### src/rtl/cache_miss_controller.sv
// Miss controller for the direct-mapped data cache: tag lookup, block fetch with
// optional timeout, line fill and read, plus saturating hit/miss/access statistics.
module cache_miss_controller #(
    parameter int unsigned ADDR_W      = 15,
    parameter int unsigned OFFSET_W    = 2,
    parameter int unsigned COUNT_W     = 16,
    parameter int unsigned MEM_TIMEOUT = 64
) (
    input  logic               clk,
    input  logic               clear_n,
    input  logic               req,
    input  logic [ADDR_W-1:0]  addr,
    input  logic               hit,
    output logic [ADDR_W-1:0]  lookup_addr,
    output logic               mem_req,
    output logic [ADDR_W-1:0]  mem_addr,
    input  logic               mem_valid,
    output logic               ready,
    output logic               cache_write,
    output logic               cache_read,
    output logic               done,
    output logic               err,
    input  logic               stat_clear,
    output logic [COUNT_W-1:0] hit_count,
    output logic [COUNT_W-1:0] miss_count,
    output logic [COUNT_W-1:0] acc_count
);

    localparam int unsigned TO_W = (MEM_TIMEOUT > 0) ? $clog2(MEM_TIMEOUT + 1) : 1;

    typedef enum logic [2:0] {
        StIdle,
        StLookup,
        StMemWait,
        StFill,
        StRead,
        StAbort
    } state_e;

    state_e            state_q, state_d;
    logic [ADDR_W-1:0] addr_q;
    logic [TO_W-1:0]   to_q, to_d;
    logic              timed_out;

    // Zero timeout means wait for the memory forever.
    assign timed_out = (MEM_TIMEOUT != 0) && (to_q == TO_W'(MEM_TIMEOUT - 1));

    always_comb begin
        state_d = state_q;
        to_d    = to_q;
        unique case (state_q)
            StIdle:   if (req) state_d = StLookup;
            StLookup: begin
                if (hit) begin
                    state_d = StRead;
                end else begin
                    state_d = StMemWait;
                    to_d    = '0;
                end
            end
            StMemWait: begin
                to_d = to_q + 1'b1;
                if (mem_valid)      state_d = StFill;
                else if (timed_out) state_d = StAbort;
            end
            StFill:   state_d = StRead;
            StRead:   state_d = StIdle;
            StAbort:  state_d = StIdle;
            default:  state_d = StIdle;
        endcase
    end

    always_ff @(posedge clk or negedge clear_n) begin
        if (!clear_n) begin
            state_q <= StIdle;
            addr_q  <= '0;
            to_q    <= '0;
        end else begin
            state_q <= state_d;
            to_q    <= to_d;
            if (state_q == StIdle && req) addr_q <= addr;
        end
    end

    always_comb begin
        ready       = 1'b0;
        mem_req     = 1'b0;
        cache_write = 1'b0;
        cache_read  = 1'b0;
        done        = 1'b0;
        err         = 1'b0;
        unique case (state_q)
            StIdle:    ready = 1'b1;
            StMemWait: mem_req = 1'b1;
            StFill:    cache_write = 1'b1;
            StRead: begin
                cache_read = 1'b1;
                done       = 1'b1;
            end
            StAbort: begin
                err  = 1'b1;
                done = 1'b1;
            end
            default: ;
        endcase
    end

    assign lookup_addr = addr_q;
    assign mem_addr    = {addr_q[ADDR_W-1:OFFSET_W], {OFFSET_W{1'b0}}};

    // Counters saturate at all-ones; stat_clear beats a same-cycle increment.
    always_ff @(posedge clk or negedge clear_n) begin
        if (!clear_n) begin
            hit_count  <= '0;
            miss_count <= '0;
            acc_count  <= '0;
        end else if (stat_clear) begin
            hit_count  <= '0;
            miss_count <= '0;
            acc_count  <= '0;
        end else begin
            if (state_q == StLookup && hit && !(&hit_count)) hit_count <= hit_count + 1'b1;
            if (state_q == StLookup && !hit && !(&miss_count)) miss_count <= miss_count + 1'b1;
            if (state_q == StRead && !(&acc_count)) acc_count <= acc_count + 1'b1;
        end
    end

endmodule

### config.mk
export PLATFORM = sky130hd
export DESIGN_NAME = cache_miss_controller
export DESIGN_NICKNAME = d
export VERILOG_FILES = /design/src/rtl/cache_miss_controller.sv
export SDC_FILE = /design/constraint.sdc
export NUM_CORES = 1
export LEC_CHECK = 0
export CORE_ASPECT_RATIO = 1.5
export CORE_MARGIN = 3
export CORE_UTILIZATION = 25
export DETAILED_ROUTE_END_ITERATION = 6
export GPL_ROUTABILITY_DRIVEN = 0
export PLACE_DENSITY = 0.6
export SYNTH_ARGS = -nofsm -noshare
export SYNTH_HDL_FRONTEND = slang
export SYNTH_SLANG_ARGS = --single-unit
### constraint.sdc
create_clock -name clk -period 2.2 [get_ports clk]
set_input_delay 0.55 -clock clk [delete_from_list [all_inputs] [get_ports clk]]
set_output_delay 0.55 -clock clk [all_outputs]
set_load 0.1 [all_outputs]
## Yosys cells after proc, flatten, opt, wreduce, memory -nomap -nowiden

Index checks and enable logic that the tools add are counted.

- Memories: 0
- Word-level logic and storage cells: 59
- Register bits after elaboration: 73
- Memory bits (read-only): 0
- Bits of input ports: 21
- Latch bits: 0
- Output and inout port bits: 84
- RAM bits: 0

- Add/subtract/negate cells: 4
- Mux-type cells: 19
- Eq/ne operators: 9
- Multiply operators: 0
- Reduce and logical (&&, ||, !) cells: 21
- Bitwise operators: 0
- Divide/modulo/power cells: 0
- Shifts and indexed selects: 0
- Order comparisons: 0

Operators by type and width:

| operator | number |
|---|---|
| $mux W16 | 6 |
| $add A16 B1 Y16 const B | 3 |
| $reduce_and A16 Y1 | 3 |
| $pmux W7 S2 | 1 |
| $mux W3 | 4 |
| $pmux W3 S4 | 1 |
| $reduce_bool A2 Y1 | 4 |
| $add A7 B1 Y7 const B | 1 |
| $eq A7 B6 Y1 const B | 1 |
| $mux W7 | 1 |
| $eq A3 B2 Y1 const B | 2 |
| $eq A3 B3 Y1 const B | 2 |
| $logic_and A1 B1 Y1 | 6 |
| $mux W1 | 6 |
| $logic_not A1 Y1 | 4 |
| $ne A2 B2 Y1 const B | 2 |
| $reduce_and A2 Y1 | 2 |
| $eq A3 B1 Y1 const B | 1 |
| $logic_not A3 Y1 | 1 |
| $ne A3 B3 Y1 const B | 1 |
| $reduce_or A2 Y1 | 1 |

## Longest topological paths before layout

Gate-level depths: netlist of the first run.

- Depth in word-level cells: 5
- Depth in mapped cells: 7
- Gate-level depth less buffers: 5

## Worst setup path after synthesis of the first run

No wires, ideal clock.

- Path type: register -> register
- Start point: register state_q[2]
- End point: register addr_q[10] (netlist: lookup_addr[10])
- Required time: 2.074 ns
- Setup slack: -1.818 ns
- Arrival time: 3.892 ns
- Buffers on the path: 3
- Period minus slack after synthesis: 4.018 ns
- Cell stages (with the launch flop): 7
- Setup time: 0.126 ns
- Cell sequence: dfrtp_1 > buf_4 > nor3_1 > and2_1 > clkbuf_1 > clkbuf_1 > mux2_2

- Word-level cells in the longest chain between the ends: 2

RTL lines:

| item | line | source |
|---|---|---|
| from (decl) | 40 | `state_e state_q, state_d;` |
| from (signal assigned) | 75 | `state_q <= StIdle;` |
| from (signal assigned) | 79 | `state_q <= state_d;` |
| $logic_not A3 Y1 | 81 | `if (state_q == StIdle && req) addr_q <= addr;` |
| $logic_and A1 B1 Y1 | 81 |  |
| to (signal assigned) | 81 |  |
| to (decl) | 41 | `logic [ADDR_W-1:0] addr_q;` |

No other way between the ends.
A chain may end at the register's enable or synchronous reset.

## Final worst setup path of the first run

- Start point: register state_q[0]
- End point: register acc_count[15]

- Word-level cells in the longest chain between the ends: 3

RTL lines:

| item | line | source |
|---|---|---|
| $eq A3 B3 Y1 | 124 | `if (state_q == StRead && !(&acc_count)) acc_count <= acc_count + 1'b1;` |
| $logic_and A1 B1 Y1 | 124 |  |
| $reduce_bool A2 Y1 (no line) | n/a |  |
| to (signal assigned) | 124 |  |
| to (decl) | 26 | `output logic [COUNT_W-1:0] acc_count` |

No other way between the ends.

==> flow_summary.yaml, run 1 <==
run_status:
  status: "completed"
synth:
  syn_area_per_cell_um2: 9.764
  synth-main-ff-cell: "dfrtp_1"
  ys_ff_latch: 73
  syn_inst: 398
  yosys_warnings: 0
  ys_types: 42
  synth_edf_count: 0
  async_flop_share: 1.000
  netlist_area_um2: 3886
  seq_area_frac_synth: 0.4701
placed_design:
  dp_hpwl_mm: 8.079
  io_buffers: 102
  dp_slack_ns: -0.1499
pwr:
  peakVddDrop_mv: 0.9622
  p_per_area_nw_per_um2: 1245
  power.leakage_nw: 2.186
worst_setup_path:
  crit_type: "reg2reg"
  crit_arrival_ns: 2.34
  start_kind: "flip-flop"
  crit_path_end_kind: "flip-flop"
  cp_data_required_time_ns: 2.41
  worst-path-max-fanout: 3
global_routing:
  grt_pass1_wl_mm: 17.97
  grt_pass1_vias: 3553
  overflow: 0
  track_usage: 0.1294
  grt_start_max_net_pins: 36
  antenna_found_initial: 0
drt:
  post_drt_wl_per_cell_um: 15.18
  drt-total-wl_mm: 10.92
  drc: 0
  viasPerCell: 5.028
  ant_nets: 0
  vias: 3615
  drt_iter0_drc: 177
  first_pass_iters: 4
sta:
  period_needed_ns: 2.127
  slew_violations: 0
  finalHoldViolations: 0
  fin_ws_ns: 0.07309
  tightest_slew_ns: 0.7437
  final-setup-viol-count: 0
  fmaxAchievable_mhz: 470.2
  skew_ns: 0.005382
  holdWs_ns: 0.1368
  grt_setup_unrepaired: "false"
  min_period_over_period: 0.9668
  relSlewSlack: 0.4972
floorplan:
  fp.dieW_um: 107.8
  std_cell_rows: 55
  core-area_um2: 15140
  die_h_um: 158.7
  ios: 105
  floorplan.initialDensity: 0.2567
  die_area_um2: 17110
final_layout:
  layout-drive-gt1-share: 0.3981
  area_delta_synth_final_pct: 41.82
  fin_nets: 540
  n_antenna_cell: 0
  final_cell_mix: "106 x buf_4, 35 x dfrtp_1, 34 x dfrtp_2"
  multi_input_area_um2: 1902
  final_common_cell: "buf_4"
  final-seq-area_um2: 1884
  nFillCells: 1569
clocking:
  root_buffer: "clkbuf_16"
  numCtsBuffers: 9
  cts_hold_buffers: 0
  numClockSinks: 73
  clockBufferDepth: 2
  clk_latency_ns: 0.33
  clk_pin_slew_ns: 0.06
  cts_tree: "done"
  cts-htree-levels: 3
flow_run:
  cap_violations: 0
hold_path:
  hp-class: "in2async"
[routing by layer]
layer | global-route usage | vias up | wire length [um] | part of all wire
met3 | 0.02684 | 10 | 454 | 0.042
met2 | 0.2344 | 88 | 6114 | 0.56
li1 | - | 1730 | - | -
met5 | 0 | - | 0 | 0
met1 | 0.1480 | 1787 | 4192 | 0.38
met4 | 0.04365 | 0 | 153 | 0.014
[registers in the layout, summed over array words and instances (netlist names)]
signal and flops:
miss_count 16, to_q 7, lookup_addr 15, acc_count 16
hit_count 16, state_q 3
[cell families (layout without fill, tap and decap cells)]
logic type	Yosys count	count (layout)	synth area share
fa+ha+maj	4	4	0.01288
buf+inv	42	163	0.05634
flops	73	73	0.4701
mux	26	26	0.07502
compound gates	88	88	0.1368
simple gates	164	164	0.2479
other cells	1	2	0.0009649
[report_power, final]
part / internal, mW / switching, mW / total [mW]
combinational: 0.895 / 2.90 / 3.80
sequential: 1.55 / 0.168 / 1.72
clock: 0.791 / 0.546 / 1.34
[cell usage after synthesis, drive strengths merged (4+ instances only)]
master,number,area share
or3,12,0.019
and4,5,0.011
or4,19,0.037
nor2,17,0.016
dfrtp,73,0.47
o21ai,22,0.028
nand3,15,0.019
buf,17,0.032
o31ai,20,0.039
ha,4,0.013
nor3,9,0.012
nand4,19,0.031
and2,5,0.0080
clkbuf,12,0.012
nor2b,12,0.019
nand2b,5,0.0080
mux2,25,0.072
nor4,9,0.014
nand2,25,0.024
inv,13,0.013
a21oi,32,0.041
[what timing repair did]
action | in CTS | in global routing
pin swaps | 0 | 0
setup endpoints to repair | 1 | 5
setup buffers | 1 | 1
resized for setup | 1 | 3
[metrics by stage]
stage	std cells	power, mW	instance area [um2]	util	setup TNS, ns
2_1_floorplan	399	4.824	4034	-	-1.110
5_1_grt	719	7.132	5512	0.3641	0
4_1_cts	718	6.944	5493	0.3628	0
3_5_place_dp	701	5.551	5215	0.3445	-1.425
6_report	719	6.861	5512	0.3641	0
3_3_place_gp	701	5.521	5215	0.3445	-0.9233
[final timing paths]
kind | startpoint | to | slack, ns | cells after the start
min in group clk | hit_count[5]$_DFFE_PN0P_ | hit_count[5]$_DFFE_PN0P_ | 0.49 | 1
hold reg to reg | hit_count[5]$_DFFE_PN0P_ | hit_count[5]$_DFFE_PN0P_ | 0.49 | 1
setup / recovery | state_q[0]$_DFFE_PN0P_ | acc_count[15]$_DFFE_PN0P_ | 0.07 | 4
setup reg to reg | state_q[0]$_DFFE_PN0P_ | acc_count[15]$_DFFE_PN0P_ | 0.07 | 4
max in group asynchronous | clear_n | state_q[1]$_DFFE_PN0P_ | 1.48 | 2
hold / removal | clear_n | acc_count[15]$_DFFE_PN0P_ | 0.14 | 1
[final cells by class]
class | count | share of cell area
well taps | 199 | 0.04518
flip-flops and latches | 73 | 0.3419
repair buffers | 134 | 0.2091
clock buffers | 13 | 0.04540
multi-input cells | 284 | 0.3451
inverters | 13 | 0.01022
clock inverters | 3 | 0.003178
[critical path, stage by stage (launching register included)]
cell	delay, ns
dfrtp_1	0.37
or3b_4	0.43
or4_4	0.57
nor4_1	0.26
mux2_2	0.38
Note: power is estimated with default switching activity, not from simulation.
==> run 2, diff against run 1 <==
--- a/config.mk
+++ b/config.mk
@@ -8,6 +8,7 @@
 export CORE_ASPECT_RATIO = 1.5
 export CORE_MARGIN = 3
 export CORE_UTILIZATION = 25
+export CTS_CLUSTER_SIZE = 30
 export DETAILED_ROUTE_END_ITERATION = 6
 export GPL_ROUTABILITY_DRIVEN = 0
 export PLACE_DENSITY = 0.6
==> results of run 2 <==
The final DEF is identical to that of run 1; final timing and power are the same.
